## src/rtl/quadrature_decoder.sv

```systemverilog
// Quadrature decoder: 2-flop synchronizers, FILTER_LEN glitch filter, x4 decode into an 8-bit wrapping count.
// Define QDEC_INDEX_EN to add the index input, which clears the count on its filtered rising edge.
module quadrature_decoder #(
  parameter int FILTER_LEN = 4
) (
  input  logic       clk,
  input  logic       reset,
  input  logic       quad_a,
  input  logic       quad_b,
`ifdef QDEC_INDEX_EN
  input  logic       index,
`endif
  input  logic       err_clr,
  output logic [7:0] count,
  output logic       up_down,
  output logic       step,
  output logic       err
);

`ifdef QDEC_INDEX_EN
  localparam int NCH = 3;
`else
  localparam int NCH = 2;
`endif
  localparam logic [3:0] CNT_LAST    = 4'(FILTER_LEN - 1);
  localparam logic [4:0] SETTLE_LAST = 5'(FILTER_LEN + 3);

  logic [NCH-1:0]      raw_in;
  logic [NCH-1:0]      sync1_q, sync1_d, sync2_q, sync2_d, filt_q, filt_d;
  logic [NCH-1:0][3:0] cnt_q, cnt_d;
  logic [1:0]          ab;
  logic [1:0]          state_q, state_d;
  logic                primed_q, primed_d;
  logic [4:0]          settle_q, settle_d;
  logic [7:0]          count_q, count_d;
  logic                up_down_q, up_down_d;
  logic                step_q, step_d;
  logic                err_q, err_d;
`ifdef QDEC_INDEX_EN
  logic                idx_prev_q, idx_prev_d;

  assign raw_in = {index, quad_a, quad_b};
`else
  assign raw_in = {quad_a, quad_b};
`endif
  assign ab = filt_q[1:0];

  // Position of an {A,B} pair along the up sequence 00 -> 10 -> 11 -> 01.
  function automatic logic [1:0] phase_of(input logic [1:0] ab_v);
    case (ab_v)
      2'b00:   phase_of = 2'd0;
      2'b10:   phase_of = 2'd1;
      2'b11:   phase_of = 2'd2;
      default: phase_of = 2'd3;
    endcase
  endfunction

  always_comb begin
    sync1_d = raw_in;
    sync2_d = sync1_q;
    filt_d  = filt_q;
    cnt_d   = cnt_q;
    for (int i = 0; i < NCH; i++) begin
      if (sync2_q[i] == filt_q[i]) begin
        cnt_d[i] = '0;
      end else if (cnt_q[i] == CNT_LAST) begin
        filt_d[i] = sync2_q[i];
        cnt_d[i]  = '0;
      end else begin
        cnt_d[i] = cnt_q[i] + 4'd1;
      end
    end
  end

  // Until the pipeline has settled after reset, the filtered pair is only adopted as reference.
  always_comb begin
    state_d   = state_q;
    primed_d  = primed_q;
    settle_d  = settle_q;
    count_d   = count_q;
    up_down_d = up_down_q;
    step_d    = 1'b0;
    err_d     = err_clr ? 1'b0 : err_q;
    if (!primed_q) begin
      if (settle_q == SETTLE_LAST) begin
        primed_d = 1'b1;
        state_d  = ab;
      end else begin
        settle_d = settle_q + 5'd1;
      end
    end else if (ab != state_q) begin
      state_d = ab;
      if (ab == ~state_q) begin
        err_d = 1'b1;
      end else begin
        step_d = 1'b1;
        if (phase_of(ab) == phase_of(state_q) + 2'd1) begin
          up_down_d = 1'b0;
          count_d   = count_q + 8'd1;
        end else begin
          up_down_d = 1'b1;
          count_d   = count_q - 8'd1;
        end
      end
    end
`ifdef QDEC_INDEX_EN
    idx_prev_d = filt_q[2];
    if (filt_q[2] && !idx_prev_q) begin
      count_d = 8'h00;
    end
`endif
  end

  always_ff @(posedge clk or negedge reset) begin
    if (!reset) begin
      sync1_q    <= '0;
      sync2_q    <= '0;
      filt_q     <= '0;
      cnt_q      <= '0;
      state_q    <= 2'b00;
      primed_q   <= 1'b0;
      settle_q   <= 5'd0;
      count_q    <= 8'h00;
      up_down_q  <= 1'b0;
      step_q     <= 1'b0;
      err_q      <= 1'b0;
`ifdef QDEC_INDEX_EN
      idx_prev_q <= 1'b0;
`endif
    end else begin
      sync1_q    <= sync1_d;
      sync2_q    <= sync2_d;
      filt_q     <= filt_d;
      cnt_q      <= cnt_d;
      state_q    <= state_d;
      primed_q   <= primed_d;
      settle_q   <= settle_d;
      count_q    <= count_d;
      up_down_q  <= up_down_d;
      step_q     <= step_d;
      err_q      <= err_d;
`ifdef QDEC_INDEX_EN
      idx_prev_q <= idx_prev_d;
`endif
    end
  end

  assign count   = count_q;
  assign up_down = up_down_q;
  assign step    = step_q;
  assign err     = err_q;

endmodule

```

## config.mk

```make
export PLATFORM = sky130hd
export DESIGN_NAME = quadrature_decoder
export DESIGN_NICKNAME = d
export VERILOG_FILES = /design/src/rtl/quadrature_decoder.sv
export SDC_FILE = /design/constraint.sdc
export NUM_CORES = 1
export LEC_CHECK = 0
export ABC_AREA = 1
export BUFFER_PORTS_ARGS = -buffer_cell sky130_fd_sc_hd__buf_4
export CAP_MARGIN = 30
export CORE_MARGIN = 1
export CORE_UTILIZATION = 62
export DETAILED_ROUTE_END_ITERATION = 10
export GPL_TIMING_DRIVEN = 0
export PLACE_DENSITY = 0.83
export SYNTH_ARGS = -nofsm -noshare
export SYNTH_HDL_FRONTEND = slang
export SYNTH_SLANG_ARGS = --single-unit
```

## constraint.sdc

```tcl
create_clock -name clk -period 5.1 [get_ports clk]
set_clock_uncertainty 0.1 [all_clocks]
set_input_delay 0.255 -clock clk [delete_from_list [all_inputs] [get_ports clk]]
set_output_delay 0.255 -clock clk [all_outputs]
set_load 0.02 [all_outputs]
```

Word-level counts from Yosys, hierarchy flattened
Cells that the tools add are included.
{ "totals": {"wordCells": 72, "regBits": 33} }
{ "op_classes": {"reduce_logical": 8, "bitwise": 6, "mux": 26, "n_addsub": 6, "n_eq_ne": 13} }
{ "op_table": {"columns": ["operator", "count"], "rows": [
  ["$mux W2", 9],
  ["$mux W4", 4],
  ["$pmux W2 S3", 2],
  ["$mux W1", 10],
  ["$add A4 B1 Y4 const B", 2],
  ["$add A8 B1 Y8 const B", 1],
  ["$eq A2 B2 Y1 const B", 4],
  ["$eq A4 B2 Y1 const B", 2],
  ["$mux W8", 1],
  ["$reduce_and A2 Y1", 4],
  ["$sub A8 B1 Y8 const B", 1],
  ["$add A5 B1 Y5 const B", 1],
  ["$eq A5 B3 Y1 const B", 1],
  ["$not A1 Y1", 5],
  ["$eq A2 B2 Y1", 2],
  ["$logic_not A2 Y1", 2],
  ["$reduce_and A3 Y1", 1],
  ["$add A2 B1 Y2 const B", 1],
  ["$eq A1 B1 Y1", 2],
  ["$ne A2 B1 Y1 const B", 1],
  ["$ne A2 B2 Y1", 1],
  ["$not A2 Y2", 1],
  ["$reduce_bool A2 Y1", 1]
]} }

Longest topological paths before layout
Gate-level depths: netlist of the first run.
{ "depth": {"depth_word": 8, "mapped_depth": 15, "depth_no_buf": 15} }

Least setup slack after synthesis of the first run
No wires, ideal clock.
{ "synth_path": {"kind": "flip-flop to flip-flop", "from": "register filt_q[1] (netlist: ab[1])", "to": "register count_q[6] (netlist: count[6])", "arrival_time_ns": 2.152, "period_less_slack_ns": 2.369, "path_buffers": 0, "path_slack_ns": 2.731, "stages_incl_launch_ff": 14, "setup_ns": 0.117, "cell_sequence": "dfrtp_1 inv_1 ha_1 inv_1 nand2_1 nand2_1 nand3_1 ha_1 a21oi_1 or2_2 nand3_1 nand2_1 nand3_1 nand2_1"} }
{ "synth_between": {"elab_chain_len": 7, "word_cells_on_any_way": 13, "classes_between": "eq/ne: 5; mux: 5; bitwise: 1; reduce/logical: 2"} }
{ "synth_rtl": {"columns": ["element", "line_no", "source"], "rows": [
  ["start, declared", "29", "logic [NCH-1:0] sync1_q, sync1_d, sync2_q, sync2_d, filt_q, filt_d;"],
  ["start signal, assigned", "133", "filt_q <= filt_d;"],
  ["$eq A2 B2 Y1 / $logic_not A2 Y1 (equally long branches)", "50", "case (ab_v)"],
  ["$pmux W2 S3", "50", null],
  ["$mux W2", "93", "if (ab == ~state_q) begin"],
  ["$mux W2", "91", "end else if (ab != state_q) begin"],
  ["$mux W2", "84", "if (!primed_q) begin"],
  ["$eq A2 B2 Y1", "97", "if (phase_of(ab) == phase_of(state_q) + 2'd1) begin"],
  ["$mux W8", "97", null],
  ["end signal, assigned", "138", "count_q <= count_d;"],
  ["end, declared", "35", "logic [7:0] count_q, count_d;"]
]} }
Several ways; a longest one is shown, not always the timed one. The select of a mux whose other input is x is not followed.
A chain may end at the register's enable or synchronous reset.

Worst setup path in the final report of the first run
Ends and elaborated chain as after synthesis.

==> results of run 1 <==
[per-layer routing]
metal / vias to the layer above / routed length (um) / share of wire / global-route usage
met5: - / 0 / 0 / 0
met4: 0 / 20 / 0.0063 / 0.0684
met3: 3 / 114 / 0.036 / 0.0861
met2: 23 / 1650 / 0.52 / 0.458
met1: 655 / 1390 / 0.44 / 0.275
li1: 662 / - / - / -
[final timing paths]
check	startpoint	to
min in group asynchronous	reset	count[2]$_DFFE_PN0P_
min	sync1_q[1]$_DFF_PN0_	sync2_q[1]$_DFF_PN0_
max reg2reg	ab[1]$_DFFE_PN0P_	count[6]$_DFFE_PN0P_
max	ab[1]$_DFFE_PN0P_	count[6]$_DFFE_PN0P_
min reg2reg	sync1_q[1]$_DFF_PN0_	sync2_q[1]$_DFF_PN0_
max in group asynchronous	reset	settle_q[1]$_DFFE_PN0P_
[cell families (layout without fill, tap and decap cells)]
kind of cell	count (synthesis)	count (layout)	share of synthesized area
AOI/OAI and AO/OA	13	13	0.0450
DFF	33	33	0.479
and+or+nand+nor	89	89	0.220
adders and majority gates	14	14	0.106
xor gates and xnor gates	15	15	0.0762
muxes	1	1	0.00653
buffers and inverters	29	56	0.0675
[state kept, by name, summed over array words and instances, names as in the netlist]
register  cells
ab            2
cnt_q         8
count         8
err           1
primed_q      1
settle_q      5
state_q       2
step          1
sync1_q       2
sync2_q       2
up_down       1
[repair_timing]
item	4_1_cts	5_1_grt
hold buffers	3	1
endpoints found under the setup margin	0	0
hold endpoints to repair	35	1
buffers inserted	0	0
[layout by cell type, fill, tap and decap left out, drive strengths merged]
cell,instances
clkbuf,7
nand3,15
inv,28
or2,1
nand3b,1
nor2,20
o21ai,6
mux2,1
nand2,48
bufinv,1
dlygate4sd3,4
o22ai,1
nand4,4
buf,16
dfrtp,33
a21oi,6
xor2,4
ha,13
fa,1
xnor2,11
[final cells by class]
| class | instances | share of cell area |
|---|---|---|
| plain buffers | 1 | 0.00563 |
| clock buffers | 7 | 0.0275 |
| clock inverters | 1 | 0.0150 |
| inverters | 28 | 0.0526 |
| multi-input cells | 132 | 0.391 |
| flip-flops and latches | 33 | 0.413 |
| well taps | 30 | 0.0188 |
| repair buffers | 19 | 0.0763 |
[per-stage QoR]
step	hold slack, ns	utilization	worst slack (ns)
floorplan	-0.141	-	2.73
global placement	0.111	0.736	2.48
detailed placement	0.114	0.736	2.44
CTS	0.000304	0.782	2.41
global route	0.273	0.786	2.17
finish	0.256	0.786	2.42
[worst max-delay path, delay by kind of cell, from the launching register on]
family | cells | cell delay (ns)
flops | 1 | 0.44
buf+inv | 2 | 0.16
simple gates | 9 | 1.08
fa+ha+maj | 2 | 0.81
==> impl.org, run 1 <==
** Setup path
- CP peak stage delay :: 0.51 ns
- On the critical path, the stage with the largest delay is an instance of ha_1.
- Of all nets on the critical path, the largest fanout is 9.
- Crit path required time :: 5.24 ns
- The most numerous cell type found on the critical path is nand2_1.
- STA classifies the critical path endpoint as a flip-flop.
- The number of cells on the worst reg-to-reg path is 13.
- The worst setup path is launched from a flip-flop.
- Worst Path Arrival :: 2.82 ns
- The critical path goes through inv_1, ha_1, inv_1, nand2_1, nand2_1, nand3_1, ha_1, nand2_1, or2_2, nand3_1, nand2_1, nand3_1, nand2_1.
- Across all register-to-register paths, the minimum setup slack is 2.42 ns.
- By startpoint and endpoint, the worst setup path is classified as flip-flop to flip-flop.

** Final layout
- Total Nets Final :: 239
- Final Cell Area :: 2000 um^2
- Finished Layout Cells :: 251
- Register area :: 826 um^2
- N_diodes :: 0
- The area growth from synthesis to layout is 16.0%.
- Layout fillers :: 173
- The multi-input combinational cells in the finished layout cover a total of 782 um^2.
- In the final layout, the share of cells above drive strength 1 is 0.140.

** Min path
- Class of the worst hold path :: flip-flop to flip-flop
- Counting instances, the worst hold path has a depth of 0.

** Floorplanning
- Ports :: 16
- The die covers 3000 um^2.
- Core area :: 2540 um^2
- The initial utilization of the core area, before any placement, comes to 0.677.
- The die is 54.7 um wide.
- Row Count :: 18
- Die span in y :: 54.7 um

** Yosys
- For this run, the register share of the synthesized area comes to 0.479.
- Post-synthesis cell type with the largest combined area :: dfrtp_1
- After synthesis, the netlist uses 21 different library cells.
- Yosys warns :: 0
- Post-synth EDFFs :: 0
- Most repeated cell in the gate-level netlist after synthesis :: nand2_1
- Proportion of register bits with asynchronous set or reset after synthesis :: 1.00
- Post-synthesis instance area :: 1720 um^2
- In the synthesized netlist the dominant register cell turns out to be dfrtp_1.
- Register bit total from synthesis :: 33
- Instance count of the mapped netlist :: 194
- Total nets after synthesis :: 213
- Avg Cell Area, Syn :: 8.89 um^2
- By area the synthesized netlist is led by dfrtp_1 48%, nand2_1 10%, ha_1 9.4%.
- In the synthesized netlist, the cells that appear most often are 47 x nand2_1, 33 x dfrtp_1, 27 x inv_1.
- Of the post-synthesis cell area, the dominant cell type holds 0.479.

** STA
- Timing would allow up to 373 MHz.
- The number of slew-limit violations in the final report was 0.
- For the pin with the worst max-slew slack, the measured transition is 0.427 ns.
- Subtracting the final worst setup slack from the clock period gives 2.68 ns.
- Final setup viols :: 0
- Tightest slew margin relative to the limit :: 0.712
- Of the available clock period, the critical path in the final layout requires 0.525.
- Setup total negative slack on the finished layout was measured at 0 ns.
- Setup repair after global routing left no endpoint under its margin.
- The final number of hold-violating endpoints came to 0.

** CTS
- Counting every sink on the clock net gives 33.
- Clock network latency to the later pin of the worst-skew pair :: 0.34 ns
- Post-CTS repair changed the size of 0 cells.
- The tree is rooted in a clkbuf_4.
- In this run the deepest clock path goes through 2 buffers.
- Clock-pin slew was measured on the worst setup and hold paths at 0.10 ns.
- TritonCTS built the clock tree.
- Max H-tree Level :: 2
- Counting the buffers created by CTS gives 5.

** Routing
- In this run the remaining antenna-violating nets after routing total 0.
- Routed vias :: 1343
- DRC Markers :: 0
- Drt first pass iters :: 4
- Using the TritonRoute via totals, the vias-per-cell ratio works out to 5.35.
- WL/cell :: 12.7 um
- The detailed router finished its first iteration with 19 violations.
- Routed wire length :: 3180 um

** Place
- Detailed placement ended at an HPWL of 2280 um.
- The congestion estimate from routability-driven global placement came to 0.856.
- Cells after DPL :: 239
- The count of buffers added on input and output ports is 15.
- In this run the cell area measured after placement is 1870 um^2.

** GRT
- For this run the aggregate overflow at the end of global routing stands at 0.
- Across every metal layer, demand over resource in global routing totals 0.252.
- Entering global routing, the biggest net connects 34 pins.
- The number of global-route vias before repair was 1259.
- First-pass GRT wire length :: 5150 um
- Initial antenna violation count :: 0

** Run status
- The run finished with clean final reports.

** Job
- Across the run, the number of max-cap violations was 0.
Power of run 1 is not shown: default switching activity piles up to over one toggle a cycle in this logic, so the estimate is an artifact.
==> run 2, diff against run 1 <==
--- a/config.mk
+++ b/config.mk
@@ -9,10 +9,10 @@
 export BUFFER_PORTS_ARGS = -buffer_cell sky130_fd_sc_hd__buf_4
 export CAP_MARGIN = 30
 export CORE_MARGIN = 1
-export CORE_UTILIZATION = 62
+export CORE_UTILIZATION = 52
 export DETAILED_ROUTE_END_ITERATION = 10
 export GPL_TIMING_DRIVEN = 0
-export PLACE_DENSITY = 0.83
+export PLACE_DENSITY = 0.74
 export SYNTH_ARGS = -nofsm -noshare
 export SYNTH_HDL_FRONTEND = slang
 export SYNTH_SLANG_ARGS = --single-unit
==> constraint.sdc (replaced) <==
create_clock -name clk -period 2.35 [get_ports clk]
set_clock_uncertainty 0.1 [all_clocks]
set_input_delay 0.1175 -clock clk [delete_from_list [all_inputs] [get_ports clk]]
set_output_delay 0.1175 -clock clk [all_outputs]
set_load 0.02 [all_outputs]
==> impl.org, run 2 (synthesized netlist as in run 1, its figures left out) <==
** GRT
- Maximum number of pins on one net before global-route repair :: 34 (unchanged)
- Global-route congestion overflow total :: 0 (unchanged)
- Vias in the first global route :: 1284 (+2.0%)
- GRT Resource Usage Total :: 0.216 (-0.0362)
- First-pass GRT wire length :: 5420 um (+5.2%)
- Initial antenna violation count :: 0 (unchanged)

** Final layout
- Register area :: 827 um^2 (+0.15%)
- The number of fillers in the final layout was 248 (+43%).
- Commonest non-fill, non-tap cell in the layout :: nand2_1
- In the layout the commonest cells are 43 x nand2_1, 32 x dfrtp_1, 26 x inv_1, 26 x buf_4, 19 x nor2_1.
- The fraction of final layout cells with drive strength greater than 1 was 0.270 (+0.130).
- Area of combinational cells with multiple inputs :: 920 um^2 (+18%)
- Compared with the post-synthesis result, the final layout area differs by 27.9%.
- The final net count is 251 (+5.0%).
- N_diodes :: 0 (unchanged)

** Setup path
- For this design, the slowest cell found on the critical path is dfrtp_1.
- The critical path required time is 2.49 ns (-2.75 ns).
- The critical path in this run is classified as flip-flop to flip-flop.
- The worst path arrival time was 2.41 ns (-0.41 ns).
- The maximum fanout encountered on the critical timing path is 5 (-4).
- The buffers plus inverters on the worst setup path was 2 (unchanged).
- Walking the worst path, the cells encountered are buf_4, ha_2, inv_1, nand2_1, nand2_2, nand3_4, ha_4, nand2_2, or2_4, nand3_1, nand2_1, nand3_1, nand2_1.
- STA classifies the critical path endpoint as a flip-flop.
- Delay-heaviest family, CP :: simple AND/OR/NAND/NOR gates
- The biggest cell delay along the critical path was 0.41 ns (-0.10 ns).
- The worst setup path is launched from a flip-flop.
- Counting stages on the worst path, the most repeated cell is nand2_1.

** CTS
- The number of clock sinks is 33 (unchanged).
- Max H-tree Level :: 2 (unchanged)
- The CTS buffer count is 5 (unchanged).
- TritonCTS clock tree :: built
- The maximum count of clock buffers along a single path is 2 (unchanged).
- Clk pin slew, worst setup/hold paths :: 0.10 ns (about the same)
- The tree is rooted in a clkbuf_4.
- Clock network latency to the later pin of the worst-skew pair :: 0.34 ns (about the same)

** Min path
- The worst hold path belongs to the class input pin to async pin.

** Floorplanning
- Die span in y :: 59.6 um (+8.9%)
- Initial standard-cell utilization of the core :: 0.556 (-0.122)
- The core footprint was 3100 um^2 (+22%).
- The overall die width came to 59.6 um (+8.9%).
- Row Count :: 20 (+2)
- Full die area :: 3550 um^2 (+18%)
- Ports :: 16 (unchanged)

** Routing
- The post-detailed-route via-to-cell ratio came to 5.03 (-5.9%).
- The initial detailed-routing violation count is 32 (+13).
- Routed wire length :: 3430 um (+7.8%)
- The final antenna-violating net count is 0 (unchanged).
- The number of remaining DRC errors came to 0 (unchanged).
- Routed vias :: 1394 (+3.8%)
- WL/cell :: 12.4 um (-2.3%)
- The count of TritonRoute iterations in the first routing pass was 4 (unchanged).

** Place
- Routability Congestion :: 0.848 (-0.98%)
- DPL Wire Length :: 2260 um (-0.92%)
- DP Worst Slack :: -0.234 ns (-2.68 ns)
- The count of buffers inserted at the top-level ports is 15 (unchanged).

** STA
- Max Transition Viols Final :: 0 (unchanged)
- The share of the cycle needed by the critical path after routing is 0.965 (+0.440).
- The minimum setup slack in the final design came to 0.0812 ns (-2.34 ns).
- The relative slew slack came to 0.720 (+0.00763).
- Measured slew at the worst slew-check pin :: 0.420 ns (-0.00694 ns)
- The minimum clock period is 2.27 ns (-0.410 ns).
- The final number of hold-violating endpoints is 0 (unchanged).
- The count of final setup violators came to 0 (unchanged).
- Maximum clock frequency :: 441 MHz (+18%)
- Final TNS setup :: 0 ns (unchanged)

** Run status
- The run finished with clean final reports.

** Job
- The number of violations of the max-capacitance limit came to 0 (unchanged).
==> run 2: cell count changes in the layout (fill, tap and decap cells not counted), moves of 2 or more <==
cell      previous run  this run
buf_4               15        26
ha_1                13         6
ha_4                 0         6
nand2_1             47        43
nand2_2              1         5
nand3_1             15        11
nand3_2              0         4
a21oi_1              6         4
a21oi_2              0         2
clkinv_2             0         2
==> run 2: per-layer routing <==
metal	wire length (um)	share of wire	track usage
met2	1880	0.55	0.387
met4	51	0.015	0.0963
met5	0	0	0
met3	118	0.034	0.0655
met1	1380	0.40	0.234
==> run 2: repair_timing <==
action | CTS | global route
resized for setup | 6 | 13
pin swaps | 2 | 7
gates cloned | 1 | 0
endpoints found under the setup margin | 5 | 5
buffers inserted | 4 | 7
endpoints found under the hold margin | 36 | 0
hold buffers | 4 | 0
==> run 2: worst paths after layout <==
kind                                            from                    to  slack, ns  depth (start not counted)
worst max-delay path               ab[1]$_DFFE_PN0P_  count[6]$_DFFE_PN0P_       0.08                         13
worst min-delay path                           reset    cnt_q[6]$_DFF_PN0_       0.13                          2
worst max register to register     ab[1]$_DFFE_PN0P_  count[6]$_DFFE_PN0P_       0.08                         13
worst min register to register  sync1_q[1]$_DFF_PN0_  sync2_q[1]$_DFF_PN0_       0.26                          0
max in group asynchronous                      reset     ab[0]$_DFFE_PN0P_       1.68                          2
min in group clk                sync1_q[1]$_DFF_PN0_  sync2_q[1]$_DFF_PN0_       0.26                          0
==> run 2: worst reg2reg max path, delay by kind of cell, from the launching register on <==
family | cells | cell delay, ns
buffers and inverters | 2 | 0.22
AND/OR/NAND/NOR | 9 | 0.90
adder cells (fa/ha/maj) | 2 | 0.54
flip-flops | 1 | 0.41
==> run 2: through the flow <==
stage	instance area, um^2	cells	hold WS [ns]	util
after floorplan	1750	194	-0.278	-
after global placement	1920	253	-0.0218	0.619
after detailed placement	1920	253	-0.0154	0.619
after CTS	2100	270	0.145	0.677
after global routing	2200	277	0.163	0.710
final	2200	277	0.134	0.710
==> run 2: final cells by class <==
class / count / share of cell area
multi-input combinational: 133 / 0.417
sequential: 33 / 0.375
timing repair buffer: 30 / 0.107
inverter: 28 / 0.0477
tap: 44 / 0.0250
clock buffer: 6 / 0.0187
buffer: 1 / 0.00511
clock inverter: 2 / 0.00454
Power of run 2 is left out for the same reason.
==> run 3, diff against run 2 <==
--- a/config.mk
+++ b/config.mk
@@ -9,10 +9,10 @@
 export BUFFER_PORTS_ARGS = -buffer_cell sky130_fd_sc_hd__buf_4
 export CAP_MARGIN = 30
 export CORE_MARGIN = 1
-export CORE_UTILIZATION = 52
+export CORE_UTILIZATION = 45
 export DETAILED_ROUTE_END_ITERATION = 10
 export GPL_TIMING_DRIVEN = 0
-export PLACE_DENSITY = 0.74
+export PLACE_DENSITY = 0.66
 export SYNTH_ARGS = -nofsm -noshare
 export SYNTH_HDL_FRONTEND = slang
 export SYNTH_SLANG_ARGS = --single-unit
==> impl.org, run 3 (synthesized netlist as in run 1, its figures left out) <==
** Floorplanning
- The overall die width came to 63.9 um (+7.3%).
- The area enclosed by the die boundary came to 4080 um^2 (+15%).
- The starting utilization of the core area was 0.471 (-0.0847).
- Core area :: 3660 um^2 (+18%)
- Die span in y :: 63.9 um (+7.3%)
- Ports :: 16 (unchanged)
- Row Count :: 22 (+10%)

** Final layout
- Compared with the post-synthesis result, the final layout area differs by 29.3%.
- N_diodes :: 0 (unchanged)
- The fraction of final layout cells with drive strength greater than 1 is 0.258 (-0.0127).
- Commonest cells after routing, fill and taps aside :: 44 x nand2_1, 31 x dfrtp_1, 25 x inv_1
- Total Nets Final :: 247 (-1.6%)
- Commonest non-fill, non-tap cell in the layout :: nand2_1

** CTS
- Clock network latency to the later pin of the worst-skew pair :: 0.29 ns (-0.05 ns)
- The H-tree level count is 2 (unchanged).
- The number of clock sinks is 33 (unchanged).
- TritonCTS clock tree :: built
- Largest buffer count on any clock path :: 2 (unchanged)
- The clock transition at the registers of the reported paths came to 0.07 ns (-0.03 ns).
- Num CTS Buffers :: 5 (unchanged)
- Clock tree root driver cell :: clkbuf_8

** Setup path
- The critical path required time is 2.43 ns (-0.06 ns).
- Reg2Reg Setup Slack :: 0.13 ns (+0.04 ns)
- Worst Path Arrival :: 2.30 ns (-0.11 ns)
- The endpoint identified for the worst register-to-register timing path is count[6]$_DFFE_PN0P_.
- The worst register-to-register path begins at state_q[1]$_DFFE_PN0P_.
- Crit. End Element :: flip-flop
- The worst setup path is of the flip-flop to flip-flop kind.
- Logic depth of the worst register-to-register path :: 12 (-1)
- Top fanout value on the critical path :: 5 (unchanged)
- Crit start category :: flip-flop

** STA
- The relative slew slack was 0.720 (about the same).
- The minimum clock period was 2.22 ns (-0.0450 ns).
- The count of final setup violators came to 0 (unchanged).
- The highest clock rate came to 450 MHz (+2.0%).
- The number of slew-limit violations in the final report was 0 (unchanged).
- Final Hold Violating Endpoints :: 0 (unchanged)
- Measured slew at the worst slew-check pin :: 0.420 ns (+0.0000423 ns)
- The minimum setup slack in the final design is 0.126 ns (+0.0450 ns).
- Period utilisation layout :: 0.946 (-0.0191)

** Routing
- DRC Markers :: 0 (unchanged)
- Routed vias :: 1314 (-5.7%)
- Routed wire length :: 3040 um (-11%)
- The post-detailed-route via-to-cell ratio is 4.74 (-5.7%).
- Violation count after the first detailed-routing iteration :: 47 (+47%)
- WL/cell :: 11.0 um (-11%)
- The final antenna-violating net count is 0 (unchanged).
- Drt first pass iters :: 4 (unchanged)

** GRT
- First-pass GRT wire length :: 5130 um (-5.3%)
- Maximum number of pins on one net before global-route repair :: 34 (unchanged)
- The number of antenna violations at the first check in global routing is 0 (unchanged).
- The total global routing overflow was 0 (unchanged).
- The total routing usage reported by global routing is 0.165 (-0.0509).
- The number of global-route vias before repair came to 1260 (-1.9%).

** Run status
- The run finished with clean final reports.

** Place
- The worst-case setup slack after placement was -0.199 ns (+0.0354 ns).
- The final weighted congestion in routability-driven placement is 0.785 (-7.3%).
- DPL Wire Length :: 1950 um (-14%)
- Quantity of I/O buffers inserted on ports :: 15 (unchanged)

** Job
- The number of violations of the max-capacitance limit is 0 (unchanged).

** Min path
- Class of the worst hold path :: input pin to async pin
run 3: cell types whose count changed in the layout (fill, tap and decap cells not counted), sizes merged:
cell,before,now
buf,27,23
clkbuf,6,7
clkinv,2,1
run 3: area by class of cell:
cell class	instances	area, um^2
Clock inverter	1	5.00
Buffer	1	11.3
Clock buffer	7	96.3
Fill cell	336	1430
Timing Repair Buffer	26	205
Inverter	28	105
Tap cell	48	60.1
Sequential cell	33	828
Multi-Input combinational cell	133	918
run 3: critical path, stage by stage, from the launching register on:
cell and delay (ns):
dfrtp_2 0.45, ha_1 0.22, inv_1 0.06, nand2_1 0.04, nand2_1 0.15, nand3_4 0.20
ha_4 0.35, nand2_1 0.07, or2_4 0.25, nand3_1 0.07, nand2_1 0.05, nand3_1 0.06
nand2_1 0.05
run 3: metrics by stage:
stage	cell area [um^2]	hold slack, ns	utilization	instances	setup TNS, ns
floorplan	1750	-0.278	-	194	0
global route	2230	0.250	0.609	277	-0.0116
finish	2230	0.209	0.609	277	0
global placement	1930	-0.00757	0.526	257	-0.659
detailed placement	1930	-0.00791	0.526	257	-0.691
CTS	2140	0.220	0.586	274	0
run 3: worst max-delay path by stage:
stage / startpoint / to / slack (ns)
after floorplan: ab[1]$_DFFE_PN0P_ / count[6]$_DFFE_PN0P_ / 0.06
after global placement: ab[1]$_DFFE_PN0P_ / count[6]$_DFFE_PN0P_ / -0.18
after detailed placement: ab[1]$_DFFE_PN0P_ / count[6]$_DFFE_PN0P_ / -0.20
after CTS: ab[0]$_DFFE_PN0P_ / count[6]$_DFFE_PN0P_ / 0.01
after global routing: state_q[0]$_DFFE_PN0P_ / count[7]$_DFFE_PN0P_ / -0.01
final: state_q[1]$_DFFE_PN0P_ / count[6]$_DFFE_PN0P_ / 0.13
run 3: timing repair:
item | 4_1_cts | 5_1_grt
cloned | 1 | 0
hold buffers | 4 | 0
resized for setup | 5 | 13
pin swaps | 1 | 6
endpoints found under the hold margin | 36 | 0
setup endpoints to repair | 5 | 3
buffers inserted | 4 | 3
run 3: routing by layer:
| metal | global-route usage | wire, um | vias to the layer above |
|---|---|---|---|
| li1 | - | - | 678 |
| met1 | 0.193 | 1340 | 618 |
| met2 | 0.281 | 1540 | 13 |
| met3 | 0.0500 | 107 | 5 |
| met4 | 0.0682 | 55 | 0 |
| met5 | 0 | 0 | - |
Power of run 3 is left out for the same reason.
